--- src/rtl/booth_r8_seq_mult_if.sv ---
// Purpose : operand/result handshake bundle for booth_r8_seq_mult.
// Signals : in_valid/in_ready, signed_mode, multiplicand, multiplier (operand side);
//           out_valid/out_ready, product (result side); busy (status).
// Modports: master drives operands and out_ready, slave is the multiplier itself.
interface booth_r8_seq_mult_if #(
   parameter int unsigned WIDTH = 16
);
   logic                 in_valid;
   logic                 in_ready;
   logic                 signed_mode;
   logic [WIDTH-1:0]     multiplicand;
   logic [WIDTH-1:0]     multiplier;
   logic                 out_valid;
   logic                 out_ready;
   logic [2*WIDTH-1:0]   product;
   logic                 busy;

   modport master (
      output in_valid, signed_mode, multiplicand, multiplier, out_ready,
      input  in_ready, out_valid, product, busy
   );

   modport slave (
      input  in_valid, signed_mode, multiplicand, multiplier, out_ready,
      output in_ready, out_valid, product, busy
   );
endinterface

--- src/rtl/booth_r8_seq_mult.sv ---
// Purpose : sequential radix-8 Booth multiplier, one partial product per cycle,
//           3X precomputed once per operation, signed or unsigned per operation.
// Ports   : clk      - rising-edge clock
//           rst      - asynchronous active-high reset
//           mul_if   - slave side of booth_r8_seq_mult_if (operand and result handshakes)
module booth_r8_seq_mult #(
   parameter int unsigned WIDTH = 16
) (
   input logic                 clk,
   input logic                 rst,
   booth_r8_seq_mult_if.slave  mul_if
);
   localparam int unsigned ITER = (WIDTH + 3) / 3;
   localparam int unsigned EW   = 3 * ITER;
   localparam int unsigned XW   = WIDTH + 3;
   localparam int unsigned PW   = 2 * WIDTH;
   localparam int unsigned CW   = $clog2(ITER + 1);
   localparam int unsigned SW   = $clog2(PW);

   typedef enum logic [1:0] {S_IDLE, S_PRE, S_RUN, S_DONE} state_e;

   state_e          state_q;
   logic [XW-1:0]   x_q;
   logic [XW-1:0]   x3_q;
   logic [EW-1:0]   y_q;
   logic            bprev_q;
   logic [CW-1:0]   cnt_q;
   logic [PW-1:0]   acc_q;
   logic [PW-1:0]   product_q;
   logic            in_ready_q;
   logic            out_valid_q;
   logic            busy_q;

   logic [3:0]      grp;
   logic [XW-1:0]   mult;
   logic            neg;
   logic [SW-1:0]   shamt;
   logic [PW-1:0]   pp_ext;
   logic [PW-1:0]   carry_in;
   logic [PW-1:0]   acc_d;

   // Current Booth group: three fresh multiplier bits plus the previous top bit
   assign grp   = {y_q[2:0], bprev_q};
   assign shamt = SW'(cnt_q) * SW'(3);

   // Digit decode: select |digit|*X and whether it is subtracted
   always_comb begin
      mult = '0;
      neg  = 1'b0;
      case (grp)
         4'b0001, 4'b0010: mult = x_q;
         4'b0011, 4'b0100: mult = {x_q[XW-2:0], 1'b0};
         4'b0101, 4'b0110: mult = x3_q;
         4'b0111:          mult = {x_q[XW-3:0], 2'b00};
         4'b1000: begin    mult = {x_q[XW-3:0], 2'b00}; neg = 1'b1; end
         4'b1001, 4'b1010: begin mult = x3_q;                 neg = 1'b1; end
         4'b1011, 4'b1100: begin mult = {x_q[XW-2:0], 1'b0};  neg = 1'b1; end
         4'b1101, 4'b1110: begin mult = x_q;                  neg = 1'b1; end
         default:          mult = '0;
      endcase
   end

   // Subtraction is one's complement plus a carry-in at the digit's weight.
   // Bits above 2*WIDTH never reach the product, so the sum is kept modulo 2^(2*WIDTH).
   assign pp_ext   = {{(PW-XW){mult[XW-1]}}, mult} ^ {PW{neg}};
   assign carry_in = PW'(neg) << shamt;
   assign acc_d    = acc_q + (pp_ext << shamt) + carry_in;

   // Control and datapath registers
   always_ff @(posedge clk or posedge rst) begin
      if (rst) begin
         state_q     <= S_IDLE;
         x_q         <= '0;
         x3_q        <= '0;
         y_q         <= '0;
         bprev_q     <= 1'b0;
         cnt_q       <= '0;
         acc_q       <= '0;
         product_q   <= '0;
         in_ready_q  <= 1'b1;
         out_valid_q <= 1'b0;
         busy_q      <= 1'b0;
      end else begin
         case (state_q)
            S_IDLE: begin
               if (mul_if.in_valid && in_ready_q) begin
                  x_q        <= {{3{mul_if.signed_mode & mul_if.multiplicand[WIDTH-1]}},
                                 mul_if.multiplicand};
                  y_q        <= {{(EW-WIDTH){mul_if.signed_mode & mul_if.multiplier[WIDTH-1]}},
                                 mul_if.multiplier};
                  acc_q      <= '0;
                  in_ready_q <= 1'b0;
                  busy_q     <= 1'b1;
                  state_q    <= S_PRE;
               end
            end
            S_PRE: begin
               x3_q    <= x_q + {x_q[XW-2:0], 1'b0};
               cnt_q   <= '0;
               bprev_q <= 1'b0;
               state_q <= S_RUN;
            end
            S_RUN: begin
               // One extra cycle after the last digit publishes the sum
               if (cnt_q == CW'(ITER)) begin
                  product_q   <= acc_q;
                  out_valid_q <= 1'b1;
                  busy_q      <= 1'b0;
                  state_q     <= S_DONE;
               end else begin
                  acc_q   <= acc_d;
                  y_q     <= {3'b000, y_q[EW-1:3]};
                  bprev_q <= y_q[2];
                  cnt_q   <= cnt_q + CW'(1);
               end
            end
            S_DONE: begin
               if (mul_if.out_ready) begin
                  out_valid_q <= 1'b0;
                  in_ready_q  <= 1'b1;
                  state_q     <= S_IDLE;
               end
            end
            default: state_q <= S_IDLE;
         endcase
      end
   end

   assign mul_if.in_ready  = in_ready_q;
   assign mul_if.out_valid = out_valid_q;
   assign mul_if.product   = product_q;
   assign mul_if.busy      = busy_q;
endmodule
--- src/flat_wrapper.sv ---
// flat-port wrapper written by rule: the top's interface ports become plain ports
module booth_r8_seq_mult_flat 
#(
   parameter int unsigned WIDTH = 16
)
  (clk, rst, mul_if_in_valid, mul_if_signed_mode, mul_if_multiplicand, mul_if_multiplier, mul_if_out_ready, mul_if_in_ready, mul_if_out_valid, mul_if_product, mul_if_busy);
  booth_r8_seq_mult_if #(.WIDTH(WIDTH)) mul_if_i ();
  input logic clk;
  input logic rst;
  input wire logic [$bits(mul_if_i.in_valid)-1:0] mul_if_in_valid;
  input wire logic [$bits(mul_if_i.signed_mode)-1:0] mul_if_signed_mode;
  input wire logic [$bits(mul_if_i.multiplicand)-1:0] mul_if_multiplicand;
  input wire logic [$bits(mul_if_i.multiplier)-1:0] mul_if_multiplier;
  input wire logic [$bits(mul_if_i.out_ready)-1:0] mul_if_out_ready;
  output wire logic [$bits(mul_if_i.in_ready)-1:0] mul_if_in_ready;
  output wire logic [$bits(mul_if_i.out_valid)-1:0] mul_if_out_valid;
  output wire logic [$bits(mul_if_i.product)-1:0] mul_if_product;
  output wire logic [$bits(mul_if_i.busy)-1:0] mul_if_busy;
  assign mul_if_i.in_valid = mul_if_in_valid;
  assign mul_if_i.signed_mode = mul_if_signed_mode;
  assign mul_if_i.multiplicand = mul_if_multiplicand;
  assign mul_if_i.multiplier = mul_if_multiplier;
  assign mul_if_i.out_ready = mul_if_out_ready;
  assign mul_if_in_ready = mul_if_i.in_ready;
  assign mul_if_out_valid = mul_if_i.out_valid;
  assign mul_if_product = mul_if_i.product;
  assign mul_if_busy = mul_if_i.busy;
  booth_r8_seq_mult #(.WIDTH(WIDTH)) u_core (.clk(clk), .rst(rst), .mul_if(mul_if_i));
endmodule
--- config.mk ---
export PLATFORM = sky130hd
export DESIGN_NAME = booth_r8_seq_mult_flat
export DESIGN_NICKNAME = d
export VERILOG_FILES = /design/src/rtl/booth_r8_seq_mult_if.sv /design/src/rtl/booth_r8_seq_mult.sv /design/src/flat_wrapper.sv
export SDC_FILE = /design/constraint.sdc
export NUM_CORES = 1
export LEC_CHECK = 0
export ABC_CLOCK_PERIOD_IN_PS = 5950
export CELL_PAD_IN_SITES_DETAIL_PLACEMENT = 1
export CELL_PAD_IN_SITES_GLOBAL_PLACEMENT = 1
export CORE_MARGIN = 1.5
export CORE_UTILIZATION = 40
export DETAILED_ROUTE_END_ITERATION = 10
export PLACE_DENSITY = 0.78
export SLEW_MARGIN = 10
export SYNTH_ARGS = -nofsm -noshare
export SYNTH_HDL_FRONTEND = slang
export SYNTH_SLANG_ARGS = --single-unit
--- constraint.sdc ---
create_clock -name clk -period 5.95 [get_ports clk]
set_input_delay 0.8925 -clock clk [delete_from_list [all_inputs] [get_ports clk]]
set_output_delay 0.8925 -clock clk [all_outputs]
set_load 0.03 [all_outputs]
Word-level counts from Yosys, hierarchy flattened
Index checks and enable logic that the tools add are counted.
{"block": "word_totals", "latch_bits": 0, "reg_bits": 127, "ramBits": 0, "n_memories": 0, "romBits": 0, "inputBits": 37, "wordCells": 87}
{"block": "classes", "multipliers": 1, "div_mod_pow": 0, "add_sub_neg": 4, "n_lt_le_gt_ge": 0, "bitwise_logic": 3, "n_shift": 2, "n_reduce_logical": 19, "muxes": 25, "eq_ne": 22}
{"operator": "$pmux W19 S4", "count": 1}
{"operator": "$add A32 B32 Y32", "count": 2}
{"operator": "$mux W32", "count": 2}
{"operator": "$pmux W32 S2", "count": 1}
{"operator": "$mux W18", "count": 2}
{"operator": "$pmux W18 S2", "count": 1}
{"operator": "$shl A1 B5 Y32", "count": 1}
{"operator": "$shl A32 B5 Y32", "count": 1}
{"operator": "$xor A32 B32 Y32", "count": 1}
{"operator": "$eq A4 B4 Y1 const B", "count": 7}
{"operator": "$add A17 B18 Y19", "count": 1}
{"operator": "$eq A4 B3 Y1 const B", "count": 4}
{"operator": "$reduce_and A3 Y1", "count": 5}
{"operator": "$reduce_or A4 Y1", "count": 3}
{"operator": "$eq A4 B2 Y1 const B", "count": 2}
{"operator": "$mux W1", "count": 8}
{"operator": "$pmux W1 S2", "count": 4}
{"operator": "$pmux W2 S4", "count": 1}
{"operator": "$reduce_bool A2 Y1", "count": 4}
{"operator": "$reduce_or A7 Y1", "count": 1}
{"operator": "$mux W2", "count": 3}
{"operator": "$pmux W3 S2", "count": 1}
{"operator": "$reduce_and A2 Y1", "count": 3}
{"operator": "$mul A3 B2 Y5 const B", "count": 1}
{"operator": "other kinds (12)", "count": 16}

Depth between registers and ports, before layout
{"block": "logic_depth", "word_depth": 9, "mapped_depth": 27, "ltp_nobuf": 24}

Worst setup path after synthesis
Ideal clock, no wire load.
{"block": "synth_timing", "path_kind": "register -> register", "startpoint": "reg u_core.cnt_q[0]", "endpoint": "reg u_core.acc_q[29]", "n_path_buf": 4, "setup_slack_ps": 398, "stages_incl_launch_ff": 24, "arrival_ps": 5422, "synth_period_minus_slack_ps": 5552, "path_cell_list": "dfrtp_1 clkbuf_1 inv_2 buf_1 ha_1 buf_1 clkbuf_1 nor2b_1 nand2_1 nor2_1 ha_1 ha_1 fa_1 a211o_1 o211ai_1 a21bo_1 a21oi_1 o22a_1 a32o_1 a41o_1 or2_1 a31oi_1 xor2_1 o21ai_1"}
{"block": "synth_between", "elab_chain_len": 6, "elab_cells_between_ends": 10, "cone_classes": "add/sub: 2; mul: 1; eq/ne: 2; shift: 2; mux: 2; reduce/logical: 1"}
{"element": "start: declaration", "line_no": "booth_r8_seq_mult.sv:27", "rtl": "logic [CW-1:0] cnt_q;"}
{"element": "start signal: assignment", "line_no": "booth_r8_seq_mult.sv:114", "rtl": "cnt_q <= cnt_q + CW'(1);"}
{"element": "$mul A3 B2 Y5", "line_no": "booth_r8_seq_mult.sv:44", "rtl": "assign shamt = SW'(cnt_q) * SW'(3);"}
{"element": "$shl A32 B5 Y32", "line_no": "booth_r8_seq_mult.sv:67", "rtl": "assign acc_d = acc_q + (pp_ext << shamt) + carry_in;"}
{"element": "$add A32 B32 Y32 (2 in series)", "line_no": "booth_r8_seq_mult.sv:67"}
{"element": "$mux W32", "line_no": "booth_r8_seq_mult.sv:105", "rtl": "if (cnt_q == CW'(ITER)) begin"}
{"element": "$pmux W32 S2", "line_no": "booth_r8_seq_mult.sv:84", "rtl": "case (state_q)"}
{"element": "end signal: assignment", "line_no": "booth_r8_seq_mult.sv:78", "rtl": "acc_q <= '0;"}
{"element": "end signal: assignment", "line_no": "booth_r8_seq_mult.sv:91", "rtl": "acc_q <= '0;"}
{"element": "end signal: assignment", "line_no": "booth_r8_seq_mult.sv:111", "rtl": "acc_q <= acc_d;"}
{"element": "end: declaration", "line_no": "booth_r8_seq_mult.sv:28", "rtl": "logic [PW-1:0] acc_q;"}
Several ways; a longest one is shown, not always the timed one. The select of a mux whose other input is x is not followed.
A chain may end at the register's enable or synchronous reset.

Worst setup path in the final report
{"block": "layout_timing", "startpoint": "reg u_core.y_q[1]", "endpoint": "reg u_core.acc_q[28]"}
{"block": "layout_between", "elab_chain_len": 9, "elab_cells_between_ends": 28, "cone_classes": "add/sub: 2; eq/ne: 14; shift: 2; mux: 4; bitwise: 1; reduce/logical: 5"}
{"element": "start: declaration", "line_no": "booth_r8_seq_mult.sv:25", "rtl": "logic [EW-1:0] y_q;"}
{"element": "start signal: assignment", "line_no": "booth_r8_seq_mult.sv:89", "rtl": "y_q <= {{(EW-WIDTH){mul_if.signed_mode & mul_if.multiplier[WIDTH-1]}},"}
{"element": "start signal: assignment", "line_no": "booth_r8_seq_mult.sv:112", "rtl": "y_q <= {3'b000, y_q[EW-1:3]};"}
{"element": "$eq A4 B1 Y1 (tied with other cells)", "line_no": "booth_r8_seq_mult.sv:50", "rtl": "case (grp)"}
{"element": "$reduce_or A4 Y1 (no source line) (tied with other cells)"}
{"element": "$pmux W19 S4 or $mux W1 (tied branches)", "line_no": "booth_r8_seq_mult.sv:50"}
{"element": "$xor A32 B32 Y32", "line_no": "booth_r8_seq_mult.sv:65", "rtl": "assign pp_ext = {{(PW-XW){mult[XW-1]}}, mult} ^ {PW{neg}};"}
{"element": "$shl A32 B5 Y32", "line_no": "booth_r8_seq_mult.sv:67"}
{"element": "$add A32 B32 Y32", "line_no": "booth_r8_seq_mult.sv:67"}
{"element": "$add A32 B32 Y32 *", "line_no": "booth_r8_seq_mult.sv:67"}
{"element": "$mux W32 *", "line_no": "booth_r8_seq_mult.sv:105"}
{"element": "$pmux W32 S2 *", "line_no": "booth_r8_seq_mult.sv:84"}
Every way passes the cells marked *; elsewhere a longest branch is shown, timed or not. The select of a mux whose other input is x is not followed.

==> flow_summary_export.csv <==
group,metric,value,unit
logic_synthesis,synth_nets,1139,
floorplan,die_h,158,µm
logic_synthesis,synthArstFlopShare,1.00,
global_routing,grt_start_max_net_pins,55,
cts,cts_num_sinks,126,
critical_path,crit_path_top_delay_cell,"fa_1",
floorplan,placement_rows,56,
timing,final_count_of_negative_setup_slack_endpoints,0,
run,drv.max_cap_violation_count,0,
critical_path,cp_max_fo,16,
place,numPlacedInstances,1387,
route,detail_route.wirelength,26.1,mm
global_routing,grt_overflow_total,0,
logic_synthesis,synth_enable_flop_cells,0,
critical_path,criticalPathCategory,"reg2reg",
route,detail_route.first_pass.iterations,7,
cts,library_cell_used_as_clock_root_buffer,"clkbuf_16",
logic_synthesis,postSynthRegisterBits,126,
logic_synthesis,synthCells,1014,
cts,clk_pin_slew,0.06,ns
timing,maxSlewHeadroom,0.419,
timing,worst-slew-pin-transition,0.871,ns
critical_path,most_prevalent_standard_cell_on_the_critical_path,"a21o_1",
route,via_per_inst,5.59,
final_layout,drive_above_1_share,0.149,
critical_path,critical_path.cell_chain,"xor2_2 > buf_12 > mux2_1 > a222oi_1 > mux4_2 > xnor2_1 > a221o_1 > mux2i_4 > nor2_1 > fa_1 > ha_2 > a21o_1 > a21o_1 > a21o_1 > a21oi_1 > nor3b_2 > o31a_1 > nor3_1 > or3_1 > a31oi_2 > xnor2_1 > a22o_1",
route,routed-via-count,7977,
timing,hold_violations_final,0,
critical_path,data_required_time_at_the_worst_endpoint,6.25,ns
timing,fin_hold_ws,0.487,ns
logic_synthesis,synth.distinct_cells,79,
route,drc_errors,0,
cts,cts.htree.levels,4,
critical_path,crit_arrival,6.09,ns
route,wl_per_cell,18.3,µm
cts,clock_tree_from_tritoncts,"done",
critical_path,crit_path_start_kind,"flop",
final_layout,finish.net_count,1219,
final_layout,post-route-cell-area,0.0115,mm²
final_layout,leading_cell_types_in_the_layout_fill_and_taps_excluded,"122 x dfrtp_1, 111 x nand2_1, 76 x ha_1",
final_layout,n_diodes,0,
cts,tritoncts.num_buffers,17,
place,placed_cell_area,0.0108,mm²
place,io_buffers,71,
hold_path,min-delay-path-class,"reg2reg",
timing,fin_crit_sh,0.972,
floorplan,dieArea,0.0250,mm²
logic_synthesis,mean_syn_cell_area,9.47,µm²
cts,ctsLongestPathBuffers,2,
critical_path,cp_slowest_stage_delay,0.55,ns
final_layout,layoutNonFillerInstCount,1426,
floorplan,initial_utilization,0.408,
cts,hold_buffers,0,
logic_synthesis,synth-seq-area-share,0.328,
timing,drv_slew,0,
critical_path,setup.worst_path.end_class,"flop",
route,routed-wl-met2,13.1,mm
place,gp_congestion,0.872,
route,count_of_routing_violations_after_the_opening_detailed_route_iteration,362,
global_routing,antenna_violations_before_repair,0,
global_routing,grt_pass1_vias,8509,
logic_synthesis,top_ff_cell_synth,"dfrtp_1",
cts,insertion_delay,0.43,ns
timing,rsz0062_at_grt,"true",
timing,fmax,173,MHz
timing,finalClockSkew,0.0118,ns
status,status,"finished, final reports clean",
final_layout,area_delta_synth_final,19.3,%
final_layout,final_util,0.487,
route,dr_wl_met3,758,µm
route,m1WireLength,11.7,mm
route,postRouteAntennaNets,0,
floorplan,core_region_area,0.0235,mm²
floorplan,floorplan_die_width,158,µm
final_layout,layout_commonest_cell,"dfrtp_1",
route,maxUsedRoutingLayer,"met4",
floorplan,io_pins,72,
logic_synthesis,synth.cell_area,0.00961,mm²
global_routing,grt_util_all_layers,0.223,
global_routing,grt_first_pass_wirelength,43.9,mm
place,place.detailed.hpwl,19.3,mm
logic_synthesis,synth-warning-count,0,
timing,min_period,5.79,ns
[stage by stage]
step / setup TNS, ns / setup slack (ns)
floorplan: 0 / 0.398
global placement: 0 / 0.369
detailed placement: 0 / 0.126
CTS: 0 / 0.0566
global route: -0.175 / -0.0903
finish: 0 / 0.165
[kinds of logic after synthesis]
group,share of synthesized area
compound gates,0.178
xor+xnor,0.0543
fa+ha+maj,0.123
buf+inv,0.0345
flops,0.328
mux,0.152
simple gates,0.129
[critical path, delay by kind of cell, from the launching register on]
family	cells	cell delay [ns]
XOR/XNOR	3	0.37
multiplexers	3	0.88
AO/OA/AOI/OAI	9	2.14
flip-flops	1	0.43
buffers and inverters	1	0.18
adder cells (fa/ha/maj)	2	0.86
AND/OR/NAND/NOR	4	0.78
[final timing paths]
check	start	endpoint	slack, ns	cells past startpoint
setup / recovery	u_core.y_q[1]$_DFFE_PP0P_	u_core.acc_q[28]$_DFFE_PP0P_	0.16	22
hold / removal	u_core.mul_if.product[0]$_DFFE_PP0P_	u_core.mul_if.product[0]$_DFFE_PP0P_	0.49	2
setup reg to reg	u_core.y_q[1]$_DFFE_PP0P_	u_core.acc_q[28]$_DFFE_PP0P_	0.16	22
hold reg to reg	u_core.mul_if.product[0]$_DFFE_PP0P_	u_core.mul_if.product[0]$_DFFE_PP0P_	0.49	2
max in group asynchronous	rst	u_core.bprev_q$_DFFE_PP0P_	4.15	3
min in group asynchronous	rst	u_core.mul_if.product[26]$_DFFE_PP0P_	0.79	2
[what timing repair did]
item / 4_1_cts / 5_1_grt
setup buffers: 0 / 7
pin swaps: 0 / 6
hold endpoints to repair: 0 / 0
setup endpoints to repair: 1 / 5
gates resized for setup: 1 / 16
[state kept, by name, indices dropped and copies added, names as in the netlist, 2 cells and up]
signal                 cells
u_core.acc_q              32
u_core.cnt_q               3
u_core.mul_if.product     32
u_core.state_q             2
u_core.x3_q               19
u_core.x_q                17
u_core.y_q                17
[routing by layer]
layer,vias up,GRT usage
met2,121,0.388
met3,39,0.0348
met5,-,0
li1,3827,-
met4,0,0.0774
met1,3990,0.280
[area by class of cell]
cell class                      instances  area (µm²)
Clock buffer                           20         457
Multi-Input combinational cell        808        6180
Inverter                               29         111
Tap cell                              319         399
Fill cell                            2709       12100
Sequential cell                       126        3160
Timing Repair Buffer                  112        1050
Clock inverter                         12         113
[synthesized netlist by cell type (all sizes together), types with 6 or more instances]
| cell type | instances | area [µm²] |
|---|---|---|
| dfrtp | 125 | 3130 |
| nand2 | 112 | 420 |
| o21ai | 86 | 430 |
| ha | 77 | 963 |
| mux2 | 74 | 833 |
| nor2 | 74 | 278 |
| mux2i | 53 | 556 |
| a21oi | 49 | 245 |
| xnor2 | 43 | 384 |
| clkbuf | 34 | 128 |
| inv | 28 | 105 |
| buf | 17 | 95.1 |
| a21o | 16 | 120 |
| nand3 | 15 | 75.1 |
| nor3 | 14 | 70.1 |
| o21a | 14 | 105 |
| xor2 | 14 | 138 |
| a221o | 11 | 110 |
| fa | 11 | 220 |
| nand2b | 11 | 68.8 |
| nor2b | 11 | 68.8 |
| o211ai | 11 | 87.6 |
| a31oi | 9 | 56.3 |
| o31ai | 8 | 60.1 |
| a222oi | 6 | 60.1 |
| a22o | 6 | 52.6 |
Power is not shown: default switching activity piles up to over one toggle a cycle in this logic, so the estimate is an artifact.
